$ cat src/rtl/easyaxi_wr_slv.sv
// AXI write slave backed by a small word-addressed memory.
// Accepts one AW burst at a time, writes the W beats with byte strobes into
// memory, then answers with a single B response (OKAY or SLVERR).
//
// Handshake rule used on every channel: a transfer happens at the rising
// clock edge where both valid and ready are high. Ready/valid driven by this
// block depend only on the FSM state (and enable for AW), never on the
// partner's valid, so no combinational loop exists through the block.
module easyaxi_wr_slv #(
  parameter int ID_W   = 4,
  parameter int ADDR_W = 32,
  parameter int DATA_W = 32,
  parameter int LEN_W  = 8,
  parameter int DEPTH  = 16
) (
  input  logic                       clk,
  input  logic                       rst,
  input  logic                       enable,
  input  logic                       axi_slv_awvalid,
  output logic                       axi_slv_awready,
  input  logic [ID_W-1:0]            axi_slv_awid,
  input  logic [ADDR_W-1:0]          axi_slv_awaddr,
  input  logic [LEN_W-1:0]           axi_slv_awlen,
  input  logic [2:0]                 axi_slv_awsize,
  input  logic [1:0]                 axi_slv_awburst,
  input  logic                       axi_slv_wvalid,
  output logic                       axi_slv_wready,
  input  logic [DATA_W-1:0]          axi_slv_wdata,
  input  logic [DATA_W/8-1:0]        axi_slv_wstrb,
  input  logic                       axi_slv_wlast,
  output logic                       axi_slv_bvalid,
  input  logic                       axi_slv_bready,
  output logic [ID_W-1:0]            axi_slv_bid,
  output logic [1:0]                 axi_slv_bresp,
  input  logic [$clog2(DEPTH)-1:0]   dbg_idx,
  output logic [DATA_W-1:0]          dbg_rdata
);

  localparam int NB = DATA_W / 8;
  localparam int SB = $clog2(NB);
  localparam int IW = $clog2(DEPTH);
  localparam logic [ADDR_W:0] MEM_BYTES = (ADDR_W + 1)'(DEPTH * NB);

  typedef enum logic [1:0] {
    IDLE = 2'd0,
    DATA = 2'd1,
    RESP = 2'd2
  } state_t;

  // state_q is the FSM state; probe it hierarchically when debugging.
  state_t              state_q, state_d;
  logic [ID_W-1:0]     id_q, id_d;
  logic [ADDR_W-1:0]   addr_q, addr_d;
  logic [LEN_W-1:0]    len_q, len_d;
  logic [2:0]          size_q, size_d;
  logic [1:0]          burst_q, burst_d;
  logic                err_q, err_d;
  // One bit wider than awlen so a 256-beat burst never wraps the count.
  logic [LEN_W:0]      cnt_q, cnt_d;

  logic [DATA_W-1:0]   mem [DEPTH];

  logic                aw_hs, w_hs;
  logic                bad_burst, bad_size, out_of_range, last_beat;
  logic                beat_drop, beat_err;
  logic [IW-1:0]       mem_idx;
  logic [ADDR_W-1:0]   addr_step;

  assign axi_slv_awready = (state_q == IDLE) && enable;
  assign axi_slv_wready  = (state_q == DATA);
  assign axi_slv_bvalid  = (state_q == RESP);
  assign axi_slv_bid     = id_q;
  assign axi_slv_bresp   = ((state_q == RESP) && err_q) ? 2'b10 : 2'b00;
  assign dbg_rdata       = mem[dbg_idx];

  assign aw_hs = axi_slv_awvalid && axi_slv_awready;
  assign w_hs  = axi_slv_wvalid && axi_slv_wready;

  // WRAP and the reserved encoding both have burst[1] set.
  assign bad_burst    = burst_q[1];
  assign bad_size     = size_q > 3'(SB);
  assign out_of_range = {1'b0, addr_q} >= MEM_BYTES;
  assign last_beat    = (cnt_q == {1'b0, len_q});
  assign beat_drop    = bad_burst || bad_size || out_of_range;
  // A misplaced or missing wlast is flagged but does not change the beat count.
  assign beat_err     = beat_drop || (axi_slv_wlast != last_beat);
  assign mem_idx      = addr_q[IW+SB-1:SB];
  assign addr_step    = ADDR_W'(1) << size_q;

  // Next-state and captured-field update for the AW/W/B sequence.
  always_comb begin
    state_d = state_q;
    id_d    = id_q;
    addr_d  = addr_q;
    len_d   = len_q;
    size_d  = size_q;
    burst_d = burst_q;
    err_d   = err_q;
    cnt_d   = cnt_q;
    case (state_q)
      IDLE: begin
        if (aw_hs) begin
          id_d    = axi_slv_awid;
          addr_d  = axi_slv_awaddr;
          len_d   = axi_slv_awlen;
          size_d  = axi_slv_awsize;
          burst_d = axi_slv_awburst;
          err_d   = 1'b0;
          cnt_d   = '0;
          state_d = DATA;
        end
      end
      DATA: begin
        if (w_hs) begin
          cnt_d = cnt_q + 1'b1;
          err_d = err_q || beat_err;
          if (burst_q == 2'b01) begin
            addr_d = addr_q + addr_step;
          end
          if (last_beat) begin
            state_d = RESP;
          end
        end
      end
      RESP: begin
        if (axi_slv_bready) begin
          state_d = IDLE;
        end
      end
      default: state_d = IDLE;
    endcase
  end

  // Control and captured-field registers with synchronous reset.
  always_ff @(posedge clk) begin
    if (rst) begin
      state_q <= IDLE;
      id_q    <= '0;
      addr_q  <= '0;
      len_q   <= '0;
      size_q  <= '0;
      burst_q <= '0;
      err_q   <= 1'b0;
      cnt_q   <= '0;
    end else begin
      state_q <= state_d;
      id_q    <= id_d;
      addr_q  <= addr_d;
      len_q   <= len_d;
      size_q  <= size_d;
      burst_q <= burst_d;
      err_q   <= err_d;
      cnt_q   <= cnt_d;
    end
  end

  // Strobed byte-lane writes; memory contents survive reset on purpose.
  always_ff @(posedge clk) begin
    if (w_hs && !beat_drop) begin
      for (int b = 0; b < NB; b++) begin
        if (axi_slv_wstrb[b]) begin
          mem[mem_idx][8*b +: 8] <= axi_slv_wdata[8*b +: 8];
        end
      end
    end
  end

endmodule
$ cat config.mk
export PLATFORM = sky130hd
export DESIGN_NAME = easyaxi_wr_slv
export DESIGN_NICKNAME = d
export VERILOG_FILES = /design/src/rtl/easyaxi_wr_slv.sv
export SDC_FILE = /design/constraint.sdc
export NUM_CORES = 1
export LEC_CHECK = 0
export BUFFER_PORTS_ARGS = -buffer_cell sky130_fd_sc_hd__buf_4
export CAP_MARGIN = 5
export CORE_ASPECT_RATIO = 1.25
export CORE_MARGIN = 5
export CORE_UTILIZATION = 30
export CTS_BUF_LIST = sky130_fd_sc_hd__clkbuf_16
export CTS_CLUSTER_SIZE = 10
export DETAILED_ROUTE_END_ITERATION = 6
export GPL_ROUTABILITY_DRIVEN = 0
export MAX_ROUTING_LAYER = met4
export PLACE_DENSITY = 0.56
export SLEW_MARGIN = 20
export SYNTH_ARGS = -nofsm -noshare
export SYNTH_HDL_FRONTEND = slang
export SYNTH_SLANG_ARGS = --single-unit
$ cat constraint.sdc
create_clock -name clk -period 3 [get_ports clk]
set_clock_uncertainty 0.2 [all_clocks]
set_input_delay 0.6 -clock clk [delete_from_list [all_inputs] [get_ports clk]]
set_output_delay 0.6 -clock clk [all_outputs]
set_load 0.01 [all_outputs]
==> flow_summary_export.csv <==
group,metric,value,unit
pwr,internal-power,13600,uW
drt,routed_wl,59.5,mm
pwr,seq_power_share,0.507,
critical_path,path_cells,"clkbuf_16 > clkbuf_16 > mux4_2 > mux4_2 > buf_4",
logic_synthesis,syn_nets,1406,
critical_path,critPathLaunchType,"primary input",
critical_path,path_delay_family,"multiplexers",
drt,first_iter_violations,918,
clocking,ctsLongestPathBuffers,3,
logic_synthesis,ys.warnings.count,0,
floorplan,die_area,0.0833,sq mm
finish,fin_util,0.375,
global_route,grt_max_degree,38,
drt,wl_per_cell,22.6,microns
critical_path,crit_path_top_delay_cell,"mux4_2",
pwr,p_per_area,598,mW/mm^2
timing,grt_setup_unrepaired,"true",
clocking,path_clk_slew,0.05,ns
clocking,cts.htree.levels,3,
timing,final_hold_viol_count,0,
critical_path,r2r_start,"addr_q[11]",
timing,setup_viol,0,
global_route,track_usage,0.145,
logic_synthesis,yosys_register_bits,573,
critical_path,crit_fanout,8,
pwr,p_sw_frac,0.214,
floorplan,io_pins,137,
timing,finalCriticalPeriod,2.97,ns
critical_path,crit_arrival,2.17,ns
drt,first_pass_iters,6,
timing,whs,0.0621,ns
finish,seqCellArea,0.0166,sq mm
global_route,antenna_found_initial,4,
timing,fmax,337,MHz
pwr,p_comb_frac,0.069,
logic_synthesis,syn_area,0.0233,sq mm
critical_path,critPathCaptureType,"output port",
logic_synthesis,synth_cells,1300,
global_route,grt_pass1_wl,88.2,mm
place,place_hpwl,37.2,mm
clocking,cts_buffers,69,
global_route,grt_pass1_vias,13700,
floorplan,die_w,259,microns
logic_synthesis,synth_most_common_cell,"edfxtp_1",
pwr,power_switching,3710,uW
pwr,clockPowerShare,0.424,
logic_synthesis,yosys-top-cells-area,"edfxtp_1, mux4_2, dfxtp_1",
floorplan,core_area,0.0772,sq mm
finish,drive_above_1_share,0.319,
pwr,leakage,0.00952,uW
hold_path,worstHoldStart,"axi_slv_awid[2]",
clocking,tritoncts,"done",
drt,ant_nets,0,
critical_path,reg2reg_to,"mem[15][3]",
critical_path,reg2regPathDepth,7,
logic_synthesis,synth_ff_type,"edfxtp_1",
clocking,clkLatencyLatePin,0.61,ns
hold_path,holdPathEnd,"axi_slv_bid[2]",
critical_path,reg2reg_setup_slack,0.19,ns
timing,tightest_slew,0.812,ns
finish,final_cells,2632,
finish,multi_input_area,0.00636,sq mm
outcome,status,"finished clean",
floorplan,die_y,321,microns
hold_path,holdPathStages,3,
flow_run,cap_viol_max_count,0,
critical_path,critPathKind,"primary input to output port",
critical_path,crit_required,2.20,ns
timing,slew_viol_final,0,
floorplan,start_util,0.302,
floorplan,num_rows,114,
timing,relSlewSlack,0.457,
place,port_buffers,135,
logic_synthesis,async_flop_share,0,
logic_synthesis,ys_seq_area_frac,0.713,
finish,fin_nets,1665,
logic_synthesis,ys_types,65,
finish,area_delta_synth_final,24.4,%
logic_synthesis,synth_top_area_cell,"edfxtp_1",
logic_synthesis,synthTopCellsByCount,"edfxtp_1, mux4_2, nor2_1, nand2_1, dfxtp_1",
place,dp_slack,-0.188,ns
logic_synthesis,synth_edf_count,512,
critical_path,critPathBufInv,3,
drt,drc,0,
place,place_inst,2513,
pwr,ir_drop,0.382,mV
logic_synthesis,postSynthAreaPerCell,17.9,sq um
timing,fin_crit_sh,0.989,
clocking,cts_root_buf,"clkbuf_16",
drt,vias,13000,
logic_synthesis,netlist.area_leader.share,0.661,
hold_path,hold_class,"primary input to flop",
finish,fill_cells,7091,
critical_path,critPathMaxStageDelay,0.50,ns
global_route,grt_overflow_total,0,
timing,worst_slack,0.0331,ns
drt,viasPerCell,4.95,
clocking,clock-sinks,573,
[worst reg2reg max path, cell delays in order (launching register included)]
cell and delay (ns):
dfxtp_1 0.34, nor4_1 0.48, nand4_1 0.26, nor3_2 0.21
buf_4 0.19, nand2_1 0.31, nor2_1 0.31, buf_12 0.18
[flip-flops by register name, summed over array words and instances (netlist names)]
name,count
cnt_q,9
size_q,3
addr_q,32
err_q,1
mem,512
state_q,2
len_q,8
burst_q,2
axi_slv_bid,4
[routing by layer]
| layer | share of wire | GRT usage |
|---|---|---|
| met1 | 0.40 | 0.176 |
| met2 | 0.52 | 0.247 |
| met3 | 0.055 | 0.0289 |
| met4 | 0.020 | 0.0401 |
| met5 | 0 | - |
[cell type report]
| type | instances | share of cell area |
|---|---|---|
| timing repair buffer | 263 | 0.0941 |
| sequential | 573 | 0.573 |
| multi-input combinational | 646 | 0.220 |
| clock buffer | 71 | 0.0613 |
| clock inverter | 25 | 0.00553 |
| tap | 1044 | 0.0451 |
| antenna | 4 | 0.000346 |
| inverter | 6 | 0.000950 |
[timing repair]
action	CTS	global route
setup buffers	0	2
gates cloned	2	7
setup endpoints to repair	32	229
hold buffers	8	0
pin swaps	0	1
gates resized for setup	11	18
hold endpoints to repair	8	0
[how the worst max path moves through the flow]
| stage | startpoint | end | slack, ns | depth (start not counted) |
|---|---|---|---|---|
| after global placement | dbg_idx[0] | dbg_rdata[29] | -0.16 | 5 |
| after floorplan | dbg_idx[0] | dbg_rdata[11] | -0.007 | 4 |
| after global routing | mem[15][31] | dbg_rdata[31] | -0.02 | 3 |
| final | dbg_idx[0] | dbg_rdata[27] | 0.03 | 5 |
| after CTS | dbg_idx[0] | dbg_rdata[2] | -0.04 | 5 |
| after detailed placement | dbg_idx[0] | dbg_rdata[31] | -0.19 | 5 |
[logic make-up after synthesis]
| kind of cell | Yosys count | synth area share |
|---|---|---|
| other | 1 | 0.000161 |
| muxes | 167 | 0.158 |
| and+or+nand+nor | 323 | 0.0663 |
| buffers and inverters | 81 | 0.0148 |
| DFF | 573 | 0.713 |
| AOI/OAI and AO/OA | 126 | 0.0348 |
| xor gates and xnor gates | 19 | 0.00715 |
| adders and majority gates | 10 | 0.00570 |
[power by group through the flow]
stage          clock [uW]  sequential (uW)  combinational, uW
2_1_floorplan           0             8940                607
3_3_place_gp            0             8950               1110
3_5_place_dp            0             8950               1130
4_1_cts              7580             8780               1170
5_1_grt              7910             8790               1290
6_report             7340             8790               1190
[metrics by stage]
| stage | instance area [sq um] | TNS (ns) | power, uW |
|---|---|---|---|
| 6_report | 29000 | 0 | 17300 |
| 5_1_grt | 29000 | -0.0233 | 18000 |
| 4_1_cts | 28700 | -0.352 | 17500 |
| 3_5_place_dp | 26600 | -3.93 | 10100 |
| 3_3_place_gp | 26600 | -4.16 | 10100 |
| 2_1_floorplan | 23300 | -0.146 | 9540 |
[cells in the final DEF (no fill, tap or decap), drive strengths merged, types with 4 or more instances in the layout]
cell	netlist	layout
edfxtp	512	512
buf	24	247
mux4	160	160
nor2	109	109
nand2	84	84
clkbuf	51	79
dfxtp	61	61
a21oi	41	41
nand3	30	30
inv	5	21
o21ai	19	19
nand4	17	17
and3	15	15
nor4	15	15
o211ai	12	12
a31oi	12	12
xnor2	11	11
nor3	11	11
ha	9	9
a211oi	9	9
a311oi	8	8
xor2	8	8
dlygate4sd3	0	8
clkinv	1	8
and2	7	7
nor3b	6	6
nor2b	6	6
a22oi	5	5
diode	0	4
or3	4	4
or4	4	4
mux2i	4	4
No activity file was read; power rests on OpenSTA's default activity.
